`src/rtl/frame_vector_accumulator.sv`:
```
// Per-chain frame accumulator: sums every vector from bof to eof lane-wise with
// saturation and emits one result at eof; other chains pass through, 1-cycle latency.
module frame_vector_accumulator #(
    parameter int N                  = 8,
    parameter int DATA_WIDTH         = 32,
    parameter int MAX_CHAINS         = 4,
    parameter int PERSONAL_CONFIG_ID = 1,
    parameter logic [8*MAX_CHAINS-1:0] INITIAL_FIRMWARE_ACC_EN = '0,
    localparam int CW = (MAX_CHAINS > 1) ? $clog2(MAX_CHAINS) : 1
) (
    input  logic                  clk,
    input  logic                  reset,
    input  logic                  tracing,
    input  logic                  valid_in,
    input  logic                  eof_in,
    input  logic                  bof_in,
    input  logic [CW-1:0]         chainId_in,
    input  logic [7:0]            configId,
    input  logic [7:0]            configData,
    input  logic [DATA_WIDTH-1:0] vector_in [N],
    output logic [DATA_WIDTH-1:0] vector_out [N],
    output logic [CW-1:0]         chainId_out,
    output logic                  valid_out,
    output logic                  eof_out,
    output logic                  bof_out,
    output logic                  sat_out
);

    localparam logic [7:0]  MY_ID          = 8'(PERSONAL_CONFIG_ID);
    localparam logic [31:0] MAX_CHAINS_U   = 32'(MAX_CHAINS);

    logic [DATA_WIDTH-1:0] acc_reg [MAX_CHAINS][N];
    logic [MAX_CHAINS-1:0] sat_sticky_reg;
    logic [7:0]            fw_acc_en_reg [MAX_CHAINS];
    logic [7:0]            byte_counter_reg;

    logic [DATA_WIDTH-1:0] sum_next [N];
    logic [N-1:0]          lane_sat;
    logic                  chain_in_range;
    logic                  acc_mode;
    logic                  prior_sat;
    logic                  any_sat;
    logic                  cfg_slot_valid;

    // Lane adders: one extra bit catches overflow; bof ignores the stale accumulator.
    generate
        for (genvar gi = 0; gi < N; gi++) begin : g_lane
            logic [DATA_WIDTH-1:0] base;
            logic [DATA_WIDTH:0]   wide;
            assign base          = bof_in ? '0 : acc_reg[chainId_in][gi];
            assign wide          = {1'b0, base} + {1'b0, vector_in[gi]};
            assign lane_sat[gi]  = wide[DATA_WIDTH];
            assign sum_next[gi]  = wide[DATA_WIDTH] ? '1 : wide[DATA_WIDTH-1:0];
        end
    endgenerate

    always_comb begin
        chain_in_range = ({{(32-CW){1'b0}}, chainId_in} < MAX_CHAINS_U);
        acc_mode       = 1'b0;
        prior_sat      = 1'b0;
        any_sat        = |lane_sat;
        cfg_slot_valid = ({24'd0, byte_counter_reg} < MAX_CHAINS_U);
        if (chain_in_range) begin
            acc_mode  = (fw_acc_en_reg[chainId_in] == 8'd1);
            prior_sat = !bof_in && sat_sticky_reg[chainId_in];
        end
    end

    always_ff @(posedge clk) begin
        if (reset) begin
            for (int k = 0; k < N; k++) begin
                vector_out[k] <= '0;
            end
            chainId_out      <= '0;
            valid_out        <= 1'b0;
            eof_out          <= 1'b0;
            bof_out          <= 1'b0;
            sat_out          <= 1'b0;
            sat_sticky_reg   <= '0;
            byte_counter_reg <= 8'd0;
            for (int c = 0; c < MAX_CHAINS; c++) begin
                fw_acc_en_reg[c] <= INITIAL_FIRMWARE_ACC_EN[8*c +: 8];
                for (int k = 0; k < N; k++) begin
                    acc_reg[c][k] <= '0;
                end
            end
        end else if (tracing) begin
            if (!valid_in) begin
                valid_out <= 1'b0;
            end else if (acc_mode) begin
                if (eof_in) begin
                    vector_out  <= sum_next;
                    valid_out   <= 1'b1;
                    bof_out     <= 1'b1;
                    eof_out     <= 1'b1;
                    chainId_out <= chainId_in;
                    sat_out     <= prior_sat | any_sat;
                    sat_sticky_reg[chainId_in] <= 1'b0;
                    for (int k = 0; k < N; k++) begin
                        acc_reg[chainId_in][k] <= '0;
                    end
                end else begin
                    valid_out                  <= 1'b0;
                    acc_reg[chainId_in]        <= sum_next;
                    sat_sticky_reg[chainId_in] <= prior_sat | any_sat;
                end
            end else begin
                vector_out  <= vector_in;
                valid_out   <= 1'b1;
                bof_out     <= bof_in;
                eof_out     <= eof_in;
                chainId_out <= chainId_in;
                sat_out     <= 1'b0;
            end
        end else begin
            // Configuration window: accumulators hold so a frame may resume afterwards.
            valid_out <= 1'b0;
            if (configId == MY_ID) begin
                if (cfg_slot_valid) begin
                    fw_acc_en_reg[byte_counter_reg[CW-1:0]] <= configData;
                end
                if (byte_counter_reg != 8'hFF) begin
                    byte_counter_reg <= byte_counter_reg + 8'd1;
                end
            end else begin
                byte_counter_reg <= 8'd0;
            end
        end
    end

endmodule

```
`config.mk`:
```
export PLATFORM = sky130hd
export DESIGN_NAME = frame_vector_accumulator
export DESIGN_NICKNAME = d
export VERILOG_FILES = /design/src/rtl/frame_vector_accumulator.sv
export SDC_FILE = /design/constraint.sdc
export NUM_CORES = 2
export LEC_CHECK = 0
export BUFFER_PORTS_ARGS = -buffer_cell sky130_fd_sc_hd__buf_4
export CORE_MARGIN = 4
export CORE_UTILIZATION = 55
export DETAILED_ROUTE_END_ITERATION = 7
export PLACE_DENSITY = 0.77
export SYNTH_ARGS = -nofsm -noshare
export SYNTH_HDL_FRONTEND = slang
export SYNTH_SLANG_ARGS = --single-unit
```
`constraint.sdc`:
```
create_clock -name clk -period 14.5 [get_ports clk]
set_input_delay 1.45 -clock clk [delete_from_list [all_inputs] [get_ports clk]]
set_output_delay 1.45 -clock clk [all_outputs]
set_load 0.01 [all_outputs]
```
==> results.txt <==
total design power - 9.65 mW
crit-path max FO - 77
Startpoint Class - input port
die area - 132000 um^2
Min-Delay Path Class - reg2reg
WS Path Type - in2reg
Avg WL per Cell - 25.7 um
Maximum Capacitance Violations - 0
final setup margin - 7.06 ns
Syn Inst Count - 6335
fmax - 134 MHz
endpoints failing setup - 0
switching pwr - 2.62 mW
area of placed instances - 75000 um^2
Int Pwr - 7.02 mW
CP Depth - 15
Post-CTS Setup Inserts - 0
1st-iter DRT viols - 6283
global-route wire length before repair - 326000 um
Clock Power Share - 38.8%
Clock Sinks - 1330
Port Buffers - 541
Nets - 7245
RSZ-0062 raised after global routing - no
CP max stage delay - 1.05 ns
Seq/Total Area, Yosys - 53.5%
Hold Crit Start - vector_out[114]$_SDFFE_PP0P_
Initial Util - 55.4%
post-synthesis area per instance - 11.0 um^2
Post-Layout Cell Count - 8480
Total Routing Usage GR - 32.6%
Worst Hold Margin - 0.452 ns
DIE HEIGHT - 364 um
outcome - completed
Boundary Pins - 542
synthesized area - 69500 um^2
Placer Congestion - 0.938
worst hold stages - 2
Slew @ Worst Pin - 1.15 ns
placed cells - 8205
CP dominant cell by count - o21ai_0
final hold violation count - 0
DR vias - 54119
Setup crit start - chainId_in[1]
VDD IR max - 0.119 mV
CTS Hold Bufs - 0
worst skew pair latency - 0.79 ns
number of flops mapped to enable cells by yosys - 1056
mux cell area share after synthesis - 8.46%
Die W - 364 um
Syn Nets - 6880
drt drc - 0
Crit-path slowest cell - a41o_1
fillers - 9773
Pre-antenna DRT Iters - 8
CTS Buf Count - 143
CTS H-Tree Depth - 4
Req. time, crit path - 15.14 ns
post-synthesis compound-gate area fraction - 11.7%
antenna viol nets, final - 0
main combinational cell family by area after synthesis - simple AND/OR/NAND/NOR gates
layout cells sized above 1 - 17.1%
Power Dens Cells - 121 nW/um^2
delay-heaviest family, CP - compound AO/OA/AOI/OAI gates
Comb power frac - 16.2%
via density per instance - 6.38
core footprint - 126000 um^2
synth warn - 0
reg2reg start - acc_reg[2][192]$_SDFFCE_PN0P_
flop2flop setup slack - 9.14 ns
sequential share of power - 45.0%
Hold EP - vector_out[114]$_SDFFE_PP0P_
design area - 79800 um^2
worst r2r dst - sat_sticky_reg[3]$_SDFFE_PP0P_
fin crit period - 7.44 ns
Buf+Inv Stages, Crit Path - 3
Syn-to-layout area delta - 14.8%
Worst Skew - 0.0258 ns
asr flop ratio synth - 0%
fin crit share - 51.3%
Core Rows - 130
Setup crit end kind - flip-flop
switching part of the total power - 27.2%
CTS root buffer - clkbuf_16
final wirelength - 218000 um
Synth Area in Simple Gates - 16.1%
ys flop type - edfxtp_1
maximum clock insertion buffer count - 3
initial antenna violation count - 13
Rel. slew slack - 23.1%
gr ovfl total - 0
clock-pin slew on the worst setup and hold paths - 0.06 ns
Post-Synth Adder-Cell Area - 4.86%
Resized cells post-CTS - 0
worst-case reg-to-reg path depth - 15
max FFs per register - 1024
Pins Over Slew Limit - 0
CTS tree - done
P_leak - 31.3 nW
Yosys reg bits - 1330
library cells used by synthesis - 90
vias in the first global route - 53666
hpwl dp - 139000 um
Critical Path AT - 8.08 ns
Place WS - 6.31 ns
XOR/XNOR Fraction of Synth Area - 2.81%
worst-path cell chain - buf_8, buf_4, buf_4, mux4_2, and2_1, ha_1, o21ai_0, o21ai_0, a31oi_1, nor4_1, nor2_1, o21ai_0, a41o_1, nor2_1, a2111oi_0
largest net degree at the start of global routing - 179
## how the worst max path moves through the flow
stage	endpoint	slack, ns
after floorplan	acc_reg[3][0]$_SDFFCE_PN0P_	-0.48
after global placement	vector_out[250]$_SDFFE_PP0P_	6.33
after detailed placement	vector_out[232]$_SDFFE_PP0P_	6.31
after CTS	vector_out[232]$_SDFFE_PP0P_	7.15
after global routing	vector_out[231]$_SDFFE_PP0P_	6.83
final	vector_out[233]$_SDFFE_PP0P_	7.06
## power by group through the flow
stage,Combinational (mW),Sequential (mW),Clock [mW]
final,1.57,4.34,3.74
after global routing,1.68,4.35,3.93
after CTS,1.54,4.34,3.76
after detailed placement,1.53,4.42,0
after global placement,1.52,4.41,0
after floorplan,0.961,4.47,0
## stage by stage
step | util, % | setup TNS [ns]
CTS | 63.6 | 0
detailed placement | 59.7 | 0
finish | 63.6 | 0
global placement | 59.7 | 0
floorplan | - | -367.38
global route | 63.6 | 0
## layout by cell type, fill, tap and decap left out, types with 148 or more instances in the layout
master	n
buf_4	598
o21ai_0	228
a21oi_1	336
ha_1	257
edfxtp_1	1056
dfxtp_1	274
clkbuf_16	148
and2_1	327
nor2_1	1582
nand2_1	313
mux4_2	257
## cell type report
class / instances / area [um^2] / area share [%]
Sequential cell: 1330 / 37200 / 46.6
Clock buffer: 198 / 4040 / 5.06
Tap cell: 1650 / 2060 / 2.59
Timing Repair Buffer: 609 / 4690 / 5.88
Multi-Input combinational cell: 4558 / 30800 / 38.6
Clock inverter: 69 / 772 / 0.967
Antenna cell: 8 / 20.0 / 0.0251
Inverter: 58 / 223 / 0.279
## cell families (layout without fill, tap and decap cells)
logic type | Yosys count | count (layout)
AOI/OAI and AO/OA | 1239 | 1239
xor gates and xnor gates | 223 | 223
adders and majority gates | 265 | 265
buffers and inverters | 447 | 934
DFF | 1330 | 1330
muxes | 266 | 266
other | 0 | 8
and+or+nand+nor | 2565 | 2565
## synth_stat cells, types with 25 or more instances
cell / n / area [um^2]
inv_1: 57 / 214
nand2b_1: 26 / 163
nand2_1: 322 / 1210
o21ai_0: 229 / 1150
and2_1: 328 / 2050
nor2b_1: 42 / 263
o22ai_1: 39 / 244
nand4_1: 37 / 231
nand3_1: 53 / 265
a31oi_1: 33 / 206
o21a_1: 32 / 240
nor4_1: 40 / 250
buf_2: 29 / 145
clkbuf_1: 305 / 1140
a211oi_1: 78 / 586
ha_1: 257 / 3220
xnor2_1: 138 / 1210
a211o_1: 25 / 219
dfxtp_1: 274 / 5490
mux4_2: 257 / 5790
nor3_1: 38 / 190
nor2_1: 1586 / 5950
a21o_1: 143 / 1070
buf_1: 52 / 195
edfxtp_1: 1056 / 31700
xor2_1: 85 / 744
a2111oi_0: 87 / 762
o21bai_1: 42 / 315
a21oi_1: 337 / 1690
and3_1: 27 / 169
## per-layer routing
| layer | part of all wire [%] | GRT usage (%) |
|---|---|---|
| met1 | 38 | 42.8 |
| met2 | 47 | 52.7 |
| met3 | 11 | 7.14 |
| met4 | 4.1 | 13.6 |
| met5 | 0.019 | 0 |
## worst min-delay path, stage by stage (launching register included)
cell and delay (ns):
dfxtp_1 0.31, nand2_1 0.05, a21oi_1 0.05
Note: power is estimated with default switching activity, not from simulation.
